**config.mk**
```make
export PLATFORM = sky130hd
export DESIGN_NAME = hpm_counter_bank
export DESIGN_NICKNAME = d
export VERILOG_FILES = /design/src/rtl/ariane_pkg.sv /design/src/rtl/hpm_counter.sv /design/src/rtl/hpm_counter_bank.sv
export SDC_FILE = /design/constraint.sdc
export NUM_CORES = 2
export LEC_CHECK = 0
export ABC_CLOCK_PERIOD_IN_PS = 5300
export BUFFER_PORTS_ARGS = -buffer_cell sky130_fd_sc_hd__buf_2
export CAP_MARGIN = 25
export CORE_ASPECT_RATIO = 0.6
export CORE_UTILIZATION = 52
export CTS_BUF_LIST = sky130_fd_sc_hd__clkbuf_8
export DETAILED_ROUTE_END_ITERATION = 10
export MAX_ROUTING_LAYER = met4
export PLACE_DENSITY_LB_ADDON = 0.05
export SLEW_MARGIN = 20
export SYNTH_ARGS = -nofsm -noshare
export SYNTH_HDL_FRONTEND = slang
export SYNTH_SLANG_ARGS = --single-unit
export TNS_END_PERCENT = 50
```
**constraint.sdc**
```tcl
create_clock -name clk_i -period 5.3 [get_ports clk_i]
set_clock_uncertainty 0.2 [all_clocks]
set_input_delay 0.53 -clock clk_i [delete_from_list [all_inputs] [get_ports clk_i]]
set_output_delay 0.53 -clock clk_i [all_outputs]
set_load 0.01 [all_outputs]
```
**src/rtl/ariane_pkg.sv**
```systemverilog
// Shared performance-monitor definitions: CSR addresses, event indices,
// event-register layout and privilege encodings used by the HPM counter bank.
package ariane_pkg;

  localparam logic [11:0] CSR_MHPM_COUNTER_3  = 12'hB03;
  localparam logic [11:0] CSR_MHPM_COUNTER_3H = 12'hB83;
  localparam logic [11:0] CSR_MHPM_EVENT_3    = 12'h323;
  localparam logic [11:0] CSR_MHPM_EVENT_3H   = 12'h723;

  localparam int unsigned EV_NONE           = 0;
  localparam int unsigned EV_ICACHE_MISS    = 1;
  localparam int unsigned EV_DCACHE_MISS    = 2;
  localparam int unsigned EV_ITLB_MISS      = 3;
  localparam int unsigned EV_DTLB_MISS      = 4;
  localparam int unsigned EV_LOAD           = 5;
  localparam int unsigned EV_STORE          = 6;
  localparam int unsigned EV_EXCEPTION      = 7;
  localparam int unsigned EV_EXCEPTION_RET  = 8;
  localparam int unsigned EV_BRANCH         = 9;
  localparam int unsigned EV_BRANCH_MISPRED = 10;

  localparam int unsigned HPM_OF_BIT   = 63;
  localparam int unsigned HPM_MINH_BIT = 62;
  localparam int unsigned HPM_SINH_BIT = 61;
  localparam int unsigned HPM_UINH_BIT = 60;
  localparam int unsigned HPM_SEL_MAXW = 8;

  typedef struct packed {
    logic                    of;
    logic                    minh;
    logic                    sinh;
    logic                    uinh;
    logic [51:0]             rsvd;
    logic [HPM_SEL_MAXW-1:0] sel;
  } hpm_event_t;

  typedef enum logic [1:0] {
    PRIV_U = 2'b00,
    PRIV_S = 2'b01,
    PRIV_M = 2'b11
  } priv_lvl_e;

  // Inhibit bit of the event register that applies at the given privilege.
  function automatic logic priv_inhibit(hpm_event_t evt, logic [1:0] priv);
    case (priv)
      PRIV_M:  return evt.minh;
      PRIV_S:  return evt.sinh;
      PRIV_U:  return evt.uinh;
      default: return 1'b0;
    endcase
  endfunction

endpackage

```
**src/rtl/hpm_counter.sv**
```systemverilog
// One hardware performance counter: 64-bit count, event selector register,
// sticky overflow flag and the inhibit gating that decides whether it counts.
module hpm_counter
  import ariane_pkg::*;
#(
  parameter int unsigned NumEvents = 32,
  parameter int unsigned IncrWidth = 3
) (
  input  logic                           clk_i,
  input  logic                           rst_ni,
  input  logic                           debug_mode_i,
  input  logic [1:0]                     priv_lvl_i,
  input  logic                           inhibit_i,
  input  logic [NumEvents*IncrWidth-1:0] event_incr_i,
  input  logic                           cnt_we_i,
  input  logic [63:0]                    cnt_wdata_i,
  input  logic                           evt_we_i,
  input  logic [63:0]                    evt_wdata_i,
  output logic [63:0]                    cnt_o,
  output logic [63:0]                    evt_o,
  output logic                           of_o
);

  localparam int unsigned SelW = (NumEvents > 1) ? $clog2(NumEvents) : 1;

  logic [63:0]          cnt_q, cnt_d;
  hpm_event_t           evt_q, evt_d;
  logic [IncrWidth-1:0] incr;
  logic                 count_en;
  logic                 carry;
  logic [64:0]          sum;

  // NOTE: every variable driven here gets a default first, so no path can
  // leave it unassigned and infer a latch.
  always_comb begin
    incr = '0;
    for (int e = 0; e < int'(NumEvents); e++) begin
      if (evt_q.sel == HPM_SEL_MAXW'(e)) incr = event_incr_i[e*IncrWidth +: IncrWidth];
    end

    count_en = (evt_q.sel != '0) && !inhibit_i && !debug_mode_i
               && !priv_inhibit(evt_q, priv_lvl_i);
    sum      = {1'b0, cnt_q} + {{(65-IncrWidth){1'b0}}, incr};

    cnt_d = cnt_q;
    carry = 1'b0;
    if (cnt_we_i) begin
      cnt_d = cnt_wdata_i;
    end else if (count_en) begin
      cnt_d = sum[63:0];
      carry = sum[64];
    end

    evt_d = evt_q;
    if (evt_we_i) begin
      evt_d      = '0;
      evt_d.of   = evt_wdata_i[HPM_OF_BIT];
      evt_d.minh = evt_wdata_i[HPM_MINH_BIT];
      evt_d.sinh = evt_wdata_i[HPM_SINH_BIT];
      evt_d.uinh = evt_wdata_i[HPM_UINH_BIT];
      // Out-of-range selectors fall back to "no event".
      evt_d.sel  = (evt_wdata_i[59:0] < 60'(NumEvents))
                   ? HPM_SEL_MAXW'(evt_wdata_i[SelW-1:0]) : '0;
    end
    // A hardware carry wins over a software clear in the same cycle.
    evt_d.of = evt_d.of | carry;
  end

  // NOTE: state registers use non-blocking assignments so every flop samples
  // the pre-edge values regardless of process ordering.
  always_ff @(posedge clk_i or negedge rst_ni) begin
    if (!rst_ni) begin
      cnt_q <= '0;
      evt_q <= '0;
    end else begin
      cnt_q <= cnt_d;
      evt_q <= evt_d;
    end
  end

  assign cnt_o = cnt_q;
  assign evt_o = evt_q;
  assign of_o  = evt_q.of;

endmodule

```
**src/rtl/hpm_counter_bank.sv**
```systemverilog
// Bank of mhpmcounter3.. / mhpmevent3.. CSRs: address decode, read mux,
// RV32 half-word merging, overflow status view and the overflow interrupt.
module hpm_counter_bank
  import ariane_pkg::*;
#(
  parameter int unsigned NumCounters = 6,
  parameter int unsigned NumEvents   = 32,
  parameter int unsigned IncrWidth   = 3,
  parameter int unsigned XLEN        = 64
) (
  input  logic                           clk_i,
  input  logic                           rst_ni,
  input  logic                           debug_mode_i,
  input  logic [1:0]                     priv_lvl_i,
  input  logic [NumEvents*IncrWidth-1:0] event_incr_i,
  input  logic [31:0]                    mcountinhibit_i,
  input  logic [11:0]                    addr_i,
  input  logic                           we_i,
  input  logic [XLEN-1:0]                data_i,
  output logic [XLEN-1:0]                data_o,
  output logic                           access_err_o,
  output logic [31:0]                    ovf_status_o,
  output logic                           ovf_irq_o
);

  localparam bit          IsRv64   = (XLEN == 64);
  localparam logic [11:0] NumCnt12 = 12'(NumCounters);

  logic [63:0] cnt [NumCounters];
  logic [63:0] evt [NumCounters];
  logic [NumCounters-1:0] of_bits, cnt_we, evt_we;

  logic [11:0] off_cnt, off_cnth, off_evt, off_evth;
  logic        hit_cnt, hit_cnth, hit_evt, hit_evth;
  logic        sel_cnt, sel_hi, mapped;
  logic [4:0]  idx;
  logic [63:0] data_ext, rd_cnt, rd_evt, rd_cur, rd_word, wr_word;
  logic        ovf_irq_q, ovf_irq_d;
  logic        unused_inhibit;

  assign data_ext       = 64'(data_i);
  assign unused_inhibit = ^mcountinhibit_i;

  always_comb begin
    off_cnt  = addr_i - CSR_MHPM_COUNTER_3;
    off_cnth = addr_i - CSR_MHPM_COUNTER_3H;
    off_evt  = addr_i - CSR_MHPM_EVENT_3;
    off_evth = addr_i - CSR_MHPM_EVENT_3H;
    hit_cnt  = off_cnt  < NumCnt12;
    hit_cnth = off_cnth < NumCnt12;
    hit_evt  = off_evt  < NumCnt12;
    hit_evth = off_evth < NumCnt12;

    sel_cnt = hit_cnt | hit_cnth;
    sel_hi  = hit_cnth | hit_evth;
    // H addresses only exist on RV32.
    mapped  = hit_cnt | hit_evt | (!IsRv64 && sel_hi);

    idx = '0;
    if (hit_cnt)       idx = off_cnt[4:0];
    else if (hit_cnth) idx = off_cnth[4:0];
    else if (hit_evt)  idx = off_evt[4:0];
    else if (hit_evth) idx = off_evth[4:0];

    rd_cnt = '0;
    rd_evt = '0;
    for (int k = 0; k < int'(NumCounters); k++) begin
      if (idx == 5'(k)) begin
        rd_cnt = cnt[k];
        rd_evt = evt[k];
      end
    end
    rd_cur  = sel_cnt ? rd_cnt : rd_evt;
    rd_word = (!IsRv64 && sel_hi) ? {32'h0, rd_cur[63:32]} : rd_cur;
    data_o  = mapped ? XLEN'(rd_word) : '0;

    // On RV32 a half write keeps the other half of the selected register.
    if (IsRv64)      wr_word = data_ext;
    else if (sel_hi) wr_word = {data_ext[31:0], rd_cur[31:0]};
    else             wr_word = {rd_cur[63:32], data_ext[31:0]};

    for (int k = 0; k < int'(NumCounters); k++) begin
      cnt_we[k] = we_i && mapped &&  sel_cnt && (idx == 5'(k));
      evt_we[k] = we_i && mapped && !sel_cnt && (idx == 5'(k));
    end
  end

  // The error flag is a pure address decode; it is forced low while in reset.
  assign access_err_o = rst_ni & ~mapped;

  for (genvar k = 0; k < int'(NumCounters); k++) begin : g_cnt
    hpm_counter #(
      .NumEvents (NumEvents),
      .IncrWidth (IncrWidth)
    ) u_hpm_counter (
      .clk_i        (clk_i),
      .rst_ni       (rst_ni),
      .debug_mode_i (debug_mode_i),
      .priv_lvl_i   (priv_lvl_i),
      .inhibit_i    (mcountinhibit_i[3+k]),
      .event_incr_i (event_incr_i),
      .cnt_we_i     (cnt_we[k]),
      .cnt_wdata_i  (wr_word),
      .evt_we_i     (evt_we[k]),
      .evt_wdata_i  (wr_word),
      .cnt_o        (cnt[k]),
      .evt_o        (evt[k]),
      .of_o         (of_bits[k])
    );
  end

  always_comb begin
    ovf_status_o = '0;
    for (int k = 0; k < int'(NumCounters); k++) ovf_status_o[3+k] = of_bits[k];
    ovf_irq_d = |of_bits;
  end

  // NOTE: all architectural state, including every counter slice, is reset
  // so software never observes stale counts after reset.
  always_ff @(posedge clk_i or negedge rst_ni) begin
    if (!rst_ni) ovf_irq_q <= 1'b0;
    else         ovf_irq_q <= ovf_irq_d;
  end

  assign ovf_irq_o = ovf_irq_q;

endmodule

```
# After elaboration in Yosys (flattened, before gate mapping)
# Cells that the tools add are included.
op_classes:
  reduce_logical: 68
  div: 0
  order_cmp: 5
  n_addsub: 10
  shift: 0
  eq_ne: 193
  n_bitwise: 10
  mul: 0
  n_mux: 247
op_table:
  columns: ["operator", "count"]
  rows:
  - ["64-bit two-way mux", 32]
  - ["8-bit by 5-bit equality test with 1-bit output, second input constant", 96]
  - ["3-bit two-way mux", 192]
  - ["64-bit by 3-bit adder with 65-bit output", 6]
  - ["8-bit by 4-bit equality test with 1-bit output, second input constant", 48]
  - ["8-bit by 3-bit equality test with 1-bit output, second input constant", 24]
  - ["8-bit by 2-bit equality test with 1-bit output, second input constant", 12]
  - ["60-bit by 6-bit less-than comparator with 1-bit output, second input constant", 1]
  - ["8-bit by 1-bit equality test with 1-bit output, second input constant", 6]
  - ["8-bit zero test", 6]
  - ["12-bit by 3-bit less-than comparator with 1-bit output, second input constant", 4]
  - ["8-bit nonzero test", 6]
  - ["1-bit logical AND", 33]
  - ["5-bit two-way mux", 5]
  - ["12-bit subtractor, second input constant", 2]
  - ["1-bit case mux with 3 select lines", 6]
  - ["1-bit zero test", 14]
  - ["1-bit two-way mux", 12]
  - ["2-bit nonzero test", 6]
  - ["12-bit by 10-bit subtractor with 12-bit output, second input constant", 1]
  - ["12-bit by 11-bit subtractor with 12-bit output, second input constant", 1]
  - ["5-bit by 2-bit equality test with 1-bit output, second input constant", 2]
  - ["5-bit by 3-bit equality test with 1-bit output, second input constant", 2]
  - ["1-bit bitwise OR", 8]
  - ["other kinds (8)", 8]
word_totals:
  n_memories: 0
  mem_bits_rw: 0
  rom_bits: 0
  wordCells: 570
  register_bits: 457
  latchBits: 0

# Logic depth before layout (Yosys ltp)
logic_depth:
  ltp_word: 37
  ltp_mapped: 25
  ltp_nobuf: 21

# By module
# Synthesis repeated with hierarchy kept, for this count alone.
unflattened:
  hier_cells: 5836
  area_unflattened_um2: 44147.3
modules_own_cells:
  columns: ["module", "cells_per_inst", "seq_area_each_um2", "area_each_um2", "instances"]
  rows:
  - ["hpm_counter at g_cnt[1].u_hpm_counter ...", 774, 1826.8, 6099.6, 4]
  - ["hpm_counter at g_cnt[0].u_hpm_counter ...", 761, 1826.8, 6055.8, 2]
  - ["hpm_counter_bank", 1218, 25.0, 7637.3, 1]

# Worst setup path before layout
# Ideal clock, no wire load.
synth_path:
  path_type: "register to register"
  start: "register g_cnt[1].u_hpm_counter.evt_q (netlist bit g_cnt[1].u_hpm_counter.evt_o[0])"
  end: "register g_cnt[1].u_hpm_counter.cnt_q[62]"
  t_required_ns: 4.974
  setup_slack_ns: 0.553
  period_less_slack_ns: 4.747
  stages_incl_launch_ff: 23
  setup_ns: 0.126
  path_buffers: 3
  arrival_ns: 4.421
  path_cell_list: "dfrtp_1 > buf_1 > clkbuf_1 > inv_1 > clkbuf_1 > o21ai_0 > a22oi_1 > o22a_1 > o211ai_1 > nand2_1 > o211ai_1 > ha_1 > inv_1 > fa_1 > inv_1 > a21oi_1 > nand4b_1 > or4_1 > nor2_4 > nand3_2 > nor3_1 > xnor2_1 > a21oi_1"
synth_between:
  elab_chain_cells: 36
  word_cells_on_any_way: 72
  cone_classes: "add/sub (1); eq/ne (31); mux (34); reduce/logical (6)"
synth_rtl:
  columns: ["item", "line", "source"]
  rows:
  - ["from (decl)", "hpm_counter.sv:27", "hpm_event_t evt_q, evt_d;"]
  - ["from (signal assigned)", "hpm_counter.sv:77", "evt_q <= evt_d;"]
  - ["8-bit zero test", "hpm_counter.sv:38", "if (evt_q.sel == HPM_SEL_MAXW'(e)) incr = event_incr_i[e*IncrWidth +: IncrWidth];"]
  - ["3-bit two-way mux (32 in a row)", "hpm_counter.sv:38", null]
  - ["64-bit by 3-bit adder with 65-bit output", "hpm_counter.sv:43", "sum = {1'b0, cnt_q} + {{(65-IncrWidth){1'b0}}, incr};"]
  - ["64-bit two-way mux", "hpm_counter.sv:49", "end else if (count_en) begin"]
  - ["64-bit two-way mux", "hpm_counter.sv:47", "if (cnt_we_i) begin"]
  - ["to (signal assigned)", "hpm_counter.sv:76", "cnt_q <= cnt_d;"]
  - ["to (decl)", "hpm_counter.sv:26", "logic [63:0] cnt_q, cnt_d;"]
# Parallel ways exist; a longest one is shown, timed or not. The select of a mux whose other input is x is not followed.
# A chain may end at the register's enable or synchronous reset.

# Final worst setup path
layout_path:
  start: "register g_cnt[3].u_hpm_counter.evt_q (netlist bit g_cnt[3].u_hpm_counter.evt_o[0])"
  end: "register g_cnt[3].u_hpm_counter.cnt_q[44]"
layout_between:
  elab_chain_cells: 36
  word_cells_on_any_way: 72
  cone_classes: "add/sub (1); eq/ne (31); mux (34); reduce/logical (6)"
layout_rtl:
  columns: ["item", "line"]
  rows:
  - ["from (decl)", "hpm_counter.sv:27"]
  - ["from (signal assigned)", "hpm_counter.sv:77"]
  - ["8-bit zero test", "hpm_counter.sv:38"]
  - ["3-bit two-way mux (32 in a row)", "hpm_counter.sv:38"]
  - ["64-bit by 3-bit adder with 65-bit output", "hpm_counter.sv:43"]
  - ["64-bit two-way mux", "hpm_counter.sv:49"]
  - ["64-bit two-way mux", "hpm_counter.sv:47"]
  - ["to (signal assigned)", "hpm_counter.sv:76"]
  - ["to (decl)", "hpm_counter.sv:26"]
# Parallel ways exist; a longest one is shown, timed or not. The select of a mux whose other input is x is not followed.

==> impl_metrics.env <==
export IMPL_yosysSeqAreaShare=0.3205
export IMPL_final_period_utilization=0.9569
export IMPL_synth_xor_area_share=0.09453
export IMPL_vias_per_cell=6.776
export IMPL_grt_pass1_vias=33630
export IMPL_layout_drive_gt1_share=0.1589
export IMPL_timing_critical_path_buf_inv=4
export IMPL_maximum_number_of_pins_on_one_net_before_global_route_repair=124
export IMPL_criticalPathCategory="flop to flop"
export IMPL_synth_area_in_simple_gates=0.2271
export IMPL_post_drt_wl_per_cell_um=28.75
export IMPL_core_area_um2=64770
export IMPL_worst_ep_required_time_ps=5700
export IMPL_power_per_cell_area_nw_per_um2=207.6
export IMPL_syn_to_final_growth_pct=13.44
export IMPL_clkLatencyLatePin_ps=720
export IMPL_firstDrtPassIters=10
export IMPL_rows=72
export IMPL_setup_tns_final_ps=0
export IMPL_clock_power_share=0.356
export IMPL_place_detailed_hpwl_mm=121.7
export IMPL_routabilityCongestion=1.107
export IMPL_muxShareOfSynthArea=0.07004
export IMPL_tritoncts="yes"
export IMPL_cp_max_fanout=26
export IMPL_synthFlopType="dfrtp_1"
export IMPL_clock_fmax_mhz=197.2
export IMPL_nNetsFinal=4797
export IMPL_drtAntennaViolNets=0
export IMPL_power_switching_fraction=0.3230
export IMPL_clk_pin_slew_worst_paths_ps=80
export IMPL_final_max_slew_violation_count=0
export IMPL_final_setup_worst_slack_ps=228.4
export IMPL_p_sw_uw=2608
export IMPL_power_internal_uw=5466
export IMPL_crit_path_end_kind="flop"
export IMPL_yosysWarningCount=0
export IMPL_die_height_um=200.9
export IMPL_synthCells=4277
export IMPL_rsz0062_at_grt="false"
export IMPL_clock_sinks=439
export IMPL_drt_total_wl_mm=157.5
export IMPL_endpoint_arrival_time_on_the_critical_path_ps=5470
export IMPL_seqPwrFrac=0.471
export IMPL_startpoint_type="flop"
export IMPL_cts_post_setup_buffers_inserted=0
export IMPL_port_buffers=255
export IMPL_final_setup_viol_count=0
export IMPL_floorplan_initialDensity=0.5292
export IMPL_floorplan_die_width_um=333.5
export IMPL_initialDrtViolationCount=6339
export IMPL_path_delay_family="compound AO/OA/AOI/OAI gates"
export IMPL_dpl_instance_area_um2=36910
export IMPL_post_route_min_period_ps=5072
export IMPL_hold_viol=0
export IMPL_detailedPlace_worstSlack_ps=164.1
export IMPL_regArea_um2=11000
export IMPL_ctsRootBufferMaster="clkbuf_8"
export IMPL_timing_critical_path_slowest_cell_delay_ps=640
export IMPL_numCtsBuffers=61
export IMPL_ir_worst_vdd_v=0.0002388
export IMPL_crit_path_cell_trace="mux4_2 > nand2_1 > a2bb2oi_1 > o22ai_1 > o221ai_1 > a21oi_1 > o32ai_1 > o311ai_0 > o311ai_0 > ha_1 > inv_1 > fa_1 > nor2b_1 > nor2_1 > nor3_1 > buf_4 > nand4_1 > buf_4 > nor3_4 > buf_4 > nand3_1 > xor2_1 > o21ai_0"
export IMPL_largest_family_of_logic_cells_by_synthesized_area="simple AND/OR/NAND/NOR gates"
export IMPL_globalRoute_totalOverflow=0
export IMPL_synth_ff_latch_count=439
export IMPL_total_die_area_um2=66990
export IMPL_outcome="finished clean"
export IMPL_vias=37120
export IMPL_final_cell_area_um2=38890
export IMPL_synth_edff_count=0
export IMPL_globalRouteTotalUtil=0.4731
export IMPL_area_of_the_mapped_netlist_um2=34280
export IMPL_synth_compound_area_frac=0.2263
export IMPL_synth_fa_ha_area_frac=0.01044
export IMPL_antenna_found_initial=18
export IMPL_power_frac_comb=0.173
export IMPL_cts_max_level=2
export IMPL_synth_async_sr_flop_share=1.000
export IMPL_fillerInstances=5824
export IMPL_relSlewSlack=0.2193
export IMPL_timing_worst_slew_pin_value_ps=1163
export IMPL_hold_worst_slack_ps=25.49
export IMPL_leakage_uw=0.01627
export IMPL_avgSynthCellArea_um2=8.015
export IMPL_synth_lib_cells_used_distinct=110
export IMPL_io_pins=308
export IMPL_ctsLongestPathBuffers=3
export IMPL_remaining_routing_drc_violations=0
export IMPL_cpMaxStageDelayCell="dfrtp_4"
export IMPL_maxCapViolations=0
export IMPL_wire_length_of_the_first_global_routing_pass_mm=227.6
export IMPL_critPathMostFrequentCell="buf_4"
export IMPL_hold_path_class="input pin to flop"
export IMPL_total_area_of_multi_input_combinational_cells_um2=21740
==> timing repair <==
| item | 4_1_cts | 5_1_grt |
|---|---|---|
| hold buffers | 58 | 0 |
| resized for setup | 0 | 15 |
| endpoints found under the hold margin | 324 | 0 |
| setup endpoints to repair | 0 | 52 |
==> metal layers <==
metal | up-vias | global-route usage | routed length, um
met5 | - | - | 0
met4 | 0 | 0.08443 | 3074
met3 | 239 | 0.2695 | 31460
met2 | 2950 | 0.5475 | 56150
met1 | 17910 | 0.6884 | 66810
li1 | 16020 | - | -
==> registers in the layout, summed over array words and instances, names as in the netlist <==
signal,count
ovf_irq_o,1
g_cnt.u_hpm_counter.cnt_o,384
g_cnt.u_hpm_counter.of_o,6
g_cnt.u_hpm_counter.evt_o,48
==> layout make-up <==
cell class	count	share of cell area
multi-input cells	3473	0.5591
flip-flops and latches	439	0.2830
repair buffers	512	0.08957
well taps	851	0.02738
clock buffers	76	0.02690
inverters	75	0.007336
clock inverters	33	0.005502
diodes	19	0.001223
==> power by group through the flow <==
stage	Sequential [uW]	Clock [uW]	Combinational (uW)
after detailed placement	3840	0	1280
after global routing	3810	2990	1470
after floorplan	3740	0	695
after CTS	3780	2860	1320
final	3800	2880	1400
after global placement	3830	0	1250
==> synthesized netlist by cell type (71+ instances only) <==
master	count	area (um2)
nand2_1	509	1911
nor2_1	482	1809
dfrtp_1	439	10990
a21oi_1	356	1782
o21ai_0	209	1046
xor2_1	197	1725
xnor2_1	173	1515
a22oi_1	163	1224
nand3_1	155	775.7
clkbuf_1	151	566.8
o21ai_1	120	600.6
and3_1	110	688.2
mux2i_1	79	790.8
buf_2	72	360.4
mux2_2	71	799.5
nand4_1	71	444.2
==> through the flow <==
step	power [uW]	utilization	instances
global placement	5086	0.5698	5288
CTS	7957	0.5983	5456
detailed placement	5116	0.5699	5289
finish	8074	0.6004	5478
floorplan	4432	-	4302
global route	8276	0.6003	5476
==> tightest hold or removal path, stage by stage <==
cell and delay [ps]:
buf_2 210, nand2_1 90, o21ai_0 70
==> kinds of logic (layout without fill, tap and decap cells) <==
| family | count (synthesis) | after routing |
|---|---|---|
| buffers and inverters | 390 | 696 |
| AO/OA/AOI/OAI | 1225 | 1225 |
| other | 1 | 45 |
| multiplexers | 190 | 190 |
| adder cells (fa/ha/maj) | 25 | 25 |
| XOR/XNOR | 370 | 370 |
| flip-flops | 439 | 439 |
| AND/OR/NAND/NOR | 1637 | 1637 |
==> worst paths after layout <==
| path | cells past startpoint | from | slack [ps] | to |
|---|---|---|---|---|
| max in group asynchronous | 3 | rst_ni | 3330 | g_cnt[5].u_hpm_counter.cnt_o[48] |
| min in group asynchronous | 2 | rst_ni | 250 | g_cnt[1].u_hpm_counter.evt_o[60] |
| worst max register to register | 23 | g_cnt[3].u_hpm_counter.evt_o[0] | 230 | g_cnt[3].u_hpm_counter.cnt_o[44] |
| worst min register to register | 1 | g_cnt[1].u_hpm_counter.evt_o[61] | 340 | g_cnt[1].u_hpm_counter.evt_o[61] |
| worst min-delay path | 3 | data_i[1] | 30 | g_cnt[3].u_hpm_counter.cnt_o[1] |
| worst max-delay path | 23 | g_cnt[3].u_hpm_counter.evt_o[0] | 230 | g_cnt[3].u_hpm_counter.cnt_o[44] |
==> cells in the final DEF (no fill, tap or decap), drive strengths merged, types with 14 or more instances in the layout <==
master and count:
a211oi 33, a22oi 164, ha 19, o211ai 14
nor4 34, nand2b 29, nand3 158, o21ai 332
o22ai 31, mux2 79, and3 110, dfrtp 439
nor2b 42, or2 19, and4 22, dlygate4sd3 58
a31oi 66, a21oi 358, clkbuf 76, mux2i 79
nand2 510, nand4 72, xor2 197, o221ai 23
nor2 493, mux4 32, diode 19, nor3 56
conb 26, and2 38, a221oi 35, a21o 16
xnor2 173, inv 92, buf 454
(Power assumes the default switching activity.)
